[config.mk]
export PLATFORM = sky130hd
export DESIGN_NAME = esteira_simulador
export DESIGN_NICKNAME = d
export VERILOG_FILES = /design/src/rtl/esteira_simulador.sv
export SDC_FILE = /design/constraint.sdc
export NUM_CORES = 1
export LEC_CHECK = 0
export ABC_AREA = 1
export BUFFER_PORTS_ARGS = -buffer_cell sky130_fd_sc_hd__buf_2
export CORE_UTILIZATION = 54
export CTS_CLUSTER_DIAMETER = 60
export DETAILED_ROUTE_END_ITERATION = 7
export PLACE_DENSITY = 0.89
export REMOVE_ABC_BUFFERS = 1
export SKIP_CTS_REPAIR_TIMING = 1
export SYNTH_ARGS = -nofsm -noshare
export SYNTH_HDL_FRONTEND = slang
export SYNTH_SLANG_ARGS = --single-unit
[constraint.sdc]
create_clock -name CLK -period 1.83 [get_ports CLK]
set_input_delay 0.2745 -clock CLK [delete_from_list [all_inputs] [get_ports CLK]]
set_output_delay 0.2745 -clock CLK [all_outputs]
set_load 0.1 [all_outputs]
[src/rtl/esteira_simulador.sv]
// esteira_simulador: single-bottle conveyor plant model with fill, cork and exit-count stations.
// Optional spill detection on ERRO_DERRAMAMENTO is enabled by defining ESTEIRA_SIM_ERROS_EN.
module esteira_simulador #(
    parameter int TICK_DIV       = 4,
    parameter int POS_ENCHIMENTO = 8,
    parameter int POS_CQ         = 16,
    parameter int POS_LACRE      = 24,
    parameter int POS_FIM        = 31,
    parameter int NIVEL_CHEIO    = 6
) (
    input  logic       CLK,
    input  logic       RESET,
    input  logic       MOTOR,
    input  logic       VALVULA_ENCHIMENTO,
    input  logic       ATUADOR_VEDACAO,
    input  logic       NOVA_GARRAFA,
    output logic       SENSOR_POS_ENCHIMENTO,
    output logic       SENSOR_POS_CQ,
    output logic       SENSOR_POS_LACRE,
    output logic       SENSOR_GARRAFA_CHEIA,
    output logic       GARRAFA_VEDADA,
    output logic       GARRAFA_PRESENTE,
    output logic [7:0] POSICAO,
    output logic [7:0] GARRAFAS_SAIDA,
    output logic       ERRO_DERRAMAMENTO
);
    localparam int PW = TICK_DIV > 1 ? $clog2(TICK_DIV) : 1;

    typedef enum logic [1:0] {VAZIA, TRANSITO, SAIDA} estado_t;

    estado_t       estado;
    logic [PW-1:0] presc;
    logic [3:0]    nivel;
    logic          nova_q;
    logic          tick, borda, em_trans, na_ench, cheio;

    assign tick     = presc == PW'(TICK_DIV - 1);
    assign borda    = NOVA_GARRAFA & ~nova_q;
    assign em_trans = estado == TRANSITO;
    assign na_ench  = em_trans && POSICAO == 8'(POS_ENCHIMENTO);
    assign cheio    = nivel >= 4'(NIVEL_CHEIO);

    assign SENSOR_POS_ENCHIMENTO = na_ench;
    assign SENSOR_POS_CQ         = em_trans && POSICAO == 8'(POS_CQ);
    assign SENSOR_POS_LACRE      = em_trans && POSICAO == 8'(POS_LACRE);
    assign SENSOR_GARRAFA_CHEIA  = cheio && estado != VAZIA;
    assign GARRAFA_PRESENTE      = estado != VAZIA;

    always_ff @(posedge CLK or negedge RESET) begin
        if (!RESET) begin
            estado         <= VAZIA;
            presc          <= '0;
            nivel          <= '0;
            nova_q         <= 1'b0;
            POSICAO        <= '0;
            GARRAFAS_SAIDA <= '0;
            GARRAFA_VEDADA <= 1'b0;
        end else begin
            presc  <= tick ? '0 : presc + 1'b1;
            nova_q <= NOVA_GARRAFA;
            case (estado)
                VAZIA: if (borda) begin
                    estado         <= TRANSITO;
                    POSICAO        <= '0;
                    nivel          <= '0;
                    GARRAFA_VEDADA <= 1'b0;
                end
                TRANSITO: begin
                    if (ATUADOR_VEDACAO && na_ench && cheio)
                        GARRAFA_VEDADA <= 1'b1;
                    // a moving belt spills instead of filling
                    if (tick && VALVULA_ENCHIMENTO && na_ench && !MOTOR && nivel != 4'hf)
                        nivel <= nivel + 1'b1;
                    if (tick && MOTOR) begin
                        POSICAO <= POSICAO + 1'b1;
                        if (POSICAO == 8'(POS_FIM - 1))
                            estado <= SAIDA;
                    end
                end
                SAIDA: begin
                    GARRAFAS_SAIDA <= GARRAFAS_SAIDA + 1'b1;
                    estado         <= VAZIA;
                end
                default: estado <= VAZIA;
            endcase
        end
    end

`ifdef ESTEIRA_SIM_ERROS_EN
    always_ff @(posedge CLK or negedge RESET) begin
        if (!RESET)
            ERRO_DERRAMAMENTO <= 1'b0;
        else if (tick && VALVULA_ENCHIMENTO && (!na_ench || MOTOR || cheio))
            ERRO_DERRAMAMENTO <= 1'b1;
    end
`else
    assign ERRO_DERRAMAMENTO = 1'b0;
`endif
endmodule
# Word level (Yosys, flattened, before mapping)

Index checks and enable logic that the tools add are counted.

Logic and storage cells: 60
Register bits: 26
Bits of input ports: 6

Reduce and logical (&&, ||, !) cells: 19
Magnitude comparators: 1
Equal/unequal tests: 13
Mux-type cells: 14
Bitwise gates (word level): 2
Add/subtract/negate cells: 4

Operators with widths:

| cell                                                                                 | number |
|---|---|
| 8-bit by 5-bit == test with 1-bit output (second input constant)                     | 3 |
| 8-bit by 1-bit adder with 8-bit output (second input constant)                       | 2 |
| 8-bit 2-to-1 mux                                                                     | 2 |
| 8-bit one-hot mux with 2 select lines                                                | 1 |
| 3-bit AND reduction                                                                  | 4 |
| 1-bit logical AND                                                                    | 11 |
| 8-bit by 4-bit == test with 1-bit output (second input constant)                     | 1 |
| 2-bit 2-to-1 mux                                                                     | 4 |
| 4-bit 2-to-1 mux                                                                     | 2 |
| 2-bit by 1-bit != test with 1-bit output (second input constant)                     | 4 |
| 4-bit one-hot mux with 2 select lines                                                | 1 |
| 4-bit by 1-bit adder with 4-bit output (second input constant)                       | 1 |
| 2-bit == test (second input constant)                                                | 2 |
| 4-bit by 3-bit greater-or-equal comparator with 1-bit output (second input constant) | 1 |
| 4-bit != test (second input constant)                                                | 1 |
| 2-bit one-hot mux with 2 select lines                                                | 1 |
| 2-bit nonzero test                                                                   | 2 |
| 2-bit by 1-bit adder with 2-bit output (second input constant)                       | 1 |
| 2-bit by 1-bit == test with 1-bit output (second input constant)                     | 1 |
| 2-bit zero test                                                                      | 1 |
| 1-bit 2-to-1 mux                                                                     | 2 |
| 2-bit != test (second input constant)                                                | 1 |
| 1-bit one-hot mux with 2 select lines                                                | 1 |
| 1-bit bitwise AND                                                                    | 1 |
| other kinds (2)                                                                      | 2 |

# Longest topological paths before layout

Depth after elaboration: 7
Depth in mapped cells: 10

# Worst setup path before layout

No wires, ideal clock.

Kind: register to output
Start point: register POSICAO[0]
End point: output SENSOR_POS_CQ
Cell stages (with the launch flop): 7
Buffers on the path: 0
Arrival: 4202 ps
Setup slack: -2647 ps
Path through: dfrtp_1 -> inv_1 -> ha_1 -> inv_1 -> nor2_1 -> nand2_2 -> nor4_1

Cells in the longest elaborated chain, start to end: 2

Ends and longest elaborated chain:

| what                                     | line | RTL |
|---|---|---|
| from (decl)                              | 23   | `output logic [7:0] POSICAO,` |
| from (signal assigned)                   | 75   | `POSICAO <= POSICAO + 1'b1;` |
| 8-bit by 5-bit == test with 1-bit output | 44   | `assign SENSOR_POS_CQ = em_trans && POSICAO == 8'(POS_CQ);` |
| 1-bit logical AND                        | 44   |  |
| to (decl)                                | 18   | `output logic SENSOR_POS_CQ,` |

No other way between the ends.

# Worst setup path after layout

Start point: register POSICAO[1]
End point: output SENSOR_POS_LACRE

Cells in the longest elaborated chain, start to end: 2

Ends and longest elaborated chain:

| what                                     | line | RTL |
|---|---|---|
| 8-bit by 5-bit == test with 1-bit output | 45   | `assign SENSOR_POS_LACRE = em_trans && POSICAO == 8'(POS_LACRE);` |
| 1-bit logical AND                        | 45   |  |
| to (decl)                                | 19   | `output logic SENSOR_POS_LACRE,` |

No other way between the ends.

==> flow_summary_export.csv <==
group,metric,value,unit
floorplanning,die-area,2930,µm²
routing,wl_per_cell,12.5,µm
floorplanning,die-height,54.1,µm
final_layout,layout_common_cells,"nand2_1, dfrtp_1, inv_1",
final_layout,utilization,71.7,%
placement,port_buffers,27,
yosys,ys_seq_area_share,44.4,%
sta,final_hold_viol_count,0,
global_route,grt_max_degree,27,
cts,h-tree-depth,1,
sta,post-route-min-period,2.00,ns
floorplanning,ios,29,
critical_path,path_class,"reg -> out",
flow_run,maxCapViolCount,0,
power,ir_drop,0.00122,V
sta,grt_setup_unrepaired,"true",
cts,cts_sinks,26,
critical_path,crit_path_end_kind,"output pin",
placement,gp_congestion,0.839,
global_route,grt_overflow,0,
global_route,grt_antenna_before_repair,0,
final_layout,antennaDiodeCount,0,
critical_path,critPathLaunchType,"flop",
yosys,synth_cell_types,24,
global_route,grt_pass1_wl,4730,µm
worst_hold_path,hold_depth,1,
sta,finalSetupViolCount,3,
critical_path,cp.required,1.56,ns
critical_path,crit_path_max_fanout,5,
sta,slew_headroom,61.6,%
placement,place_area,1690,µm²
power,leakagePower,0.000989,µW
final_layout,instances_no_fill,249,
routing,drtIter0Drc,22,
cts,clk_pin_slew_worst_paths,0.14,ns
placement,dpl_worst_slack,0.129,ns
power,finalPower,1620,µW
placement,dp.final_hpwl,2190,µm
run_status,violations,"setup timing",
sta,fin_crit_sh,109,%
sta,drv_slew,0,
routing,routed_wl,3110,µm
global_route,grt_usage,22.7,%
placement,place_inst,242,
yosys,syn_inst,185,
final_layout,layout.nets,233,
floorplanning,initial_core_util,58.1,%
routing,vias_per_cell,5.22,
cts,cts_buffers,3,
yosys,ys_ff_latch,26,
sta,fin_skew,0.00450,ns
critical_path,ff2ff_path_depth,11,
floorplanning,die_x,54.1,µm
floorplanning,coreArea,2520,µm²
routing,via_count,1301,
sta,fmaxAchievable,501,MHz
yosys,netlist_area,1470,µm²
critical_path,arrival,1.72,ns
cts,clock_latency,0.31,ns
power,power_per_cell_area,895,nW/µm²
routing,first_pass_iters,4,
yosys,yosysWarnings,0,
run_status,status,"finished, violations left",
routing,drc_errors,0,
global_route,grt_pass1_vias,1161,
worst_hold_path,hp-class,"in -> reg",
yosys,synth_area_per_cell,7.93,µm²
floorplanning,std_cell_rows,18,
cts,clockBufferDepth,2,
final_layout,drive_gt1_share,25.6,%
cts,tritoncts,"built",
cts,root_buffer,"clkbuf_4",
sta,fin_ws,-0.168,ns
sta,tightest_slew,0.577,ns
routing,ant_nets,0,
final_layout,layout_commonest_cell,"nand2_1",
final_layout,synthToLayoutAreaGrowth,23.3,%
final_layout,fin_area,1810,µm²
stage by stage:
stage | hold slack, ns | setup TNS (ns)
6_report | 0.0759 | -0.311
5_1_grt | 0.0611 | -0.541
4_1_cts | -0.0435 | -0.611
3_5_place_dp | 0.308 | 0
3_3_place_gp | 0.305 | 0
2_1_floorplan | -0.0211 | -10.56
worst max-delay path: stages, from the launching register on:
cell,delay (ns)
dfrtp_1,0.45
inv_2,0.10
ha_4,0.13
inv_2,0.04
nor2_4,0.11
nand3_1,0.11
nor3_2,0.25
buf_12,0.21
power breakdown:
| part | internal (µW) | switching (µW) |
|---|---|---|
| Clock | 121 | 168 |
| Combinational | 161 | 498 |
| Sequential | 613 | 57.0 |
| Total | 895 | 723 |
layer usage:
layer / part of all wire [%] / routed length [µm] / GRT usage (%) / vias up
li1: - / - / - / 642
met1: 43 / 1330 / 30.2 / 611
met2: 51 / 1590 / 38.3 / 46
met3: 5.7 / 178 / 3.39 / 2
met4: 0.61 / 19 / 5.98 / 0
met5: 0 / 0 / 0 / -
final timing paths:
path	to	start	slack [ns]
setup / recovery	SENSOR_POS_LACRE	POSICAO[1]$_DFFE_PN0P_	-0.17
hold / removal	nova_q$_DFF_PN0_	NOVA_GARRAFA	0.08
setup reg to reg	nivel[2]$_DFFE_PN0P_	POSICAO[1]$_DFFE_PN0P_	0.28
hold reg to reg	presc[0]$_DFF_PN0_	presc[0]$_DFF_PN0_	0.45
max in group asynchronous	POSICAO[5]$_DFFE_PN0P_	RESET	0.95
min in group asynchronous	POSICAO[2]$_DFFE_PN0P_	RESET	0.47
flip-flops by register name, indices dropped and copies added (netlist names):
name            flops
GARRAFAS_SAIDA      8
POSICAO             8
estado              2
nivel               4
GARRAFA_VEDADA      1
presc               2
nova_q              1
logic make-up (layout without fill, tap and decap cells):
logic type	count (synthesis)	count (layout)	synth area share, %
buffers and inverters	32	66	9.73
XOR/XNOR	8	8	4.78
adder cells (fa/ha/maj)	7	7	5.97
flip-flops	26	26	44.4
other	1	1	0.256
AO/OA/AOI/OAI	12	12	4.27
AND/OR/NAND/NOR	99	99	30.6
synth_stat cells:
master	count	area share [%]
nand2_1	45	12
inv_1	28	7.2
dfrtp_1	26	44
nor2_1	21	5.4
nand3_1	18	6.1
ha_1	7	6.0
o21ai_0	7	2.4
xor2_1	6	3.6
a21oi_1	4	1.4
nand2_2	4	1.7
nand4_1	4	1.7
nor2_4	2	1.5
xnor2_1	2	1.2
buf_2	1	0.34
buf_4	1	0.51
buf_6	1	0.77
clkbuf_8	1	0.94
conb_1	1	0.26
nand3_2	1	0.68
nor3_1	1	0.34
nor3_2	1	0.68
nor3b_1	1	0.51
nor4_1	1	0.43
o21bai_1	1	0.51
final cells by class:
class	count	area [µm²]
Fill cell	195	714
Timing Repair Buffer	34	250
Tap cell	30	37.5
Clock buffer	4	36.3
Multi-Input combinational cell	127	727
Sequential cell	26	652
Inverter	28	105
Power figures use the tool's default switching activity.
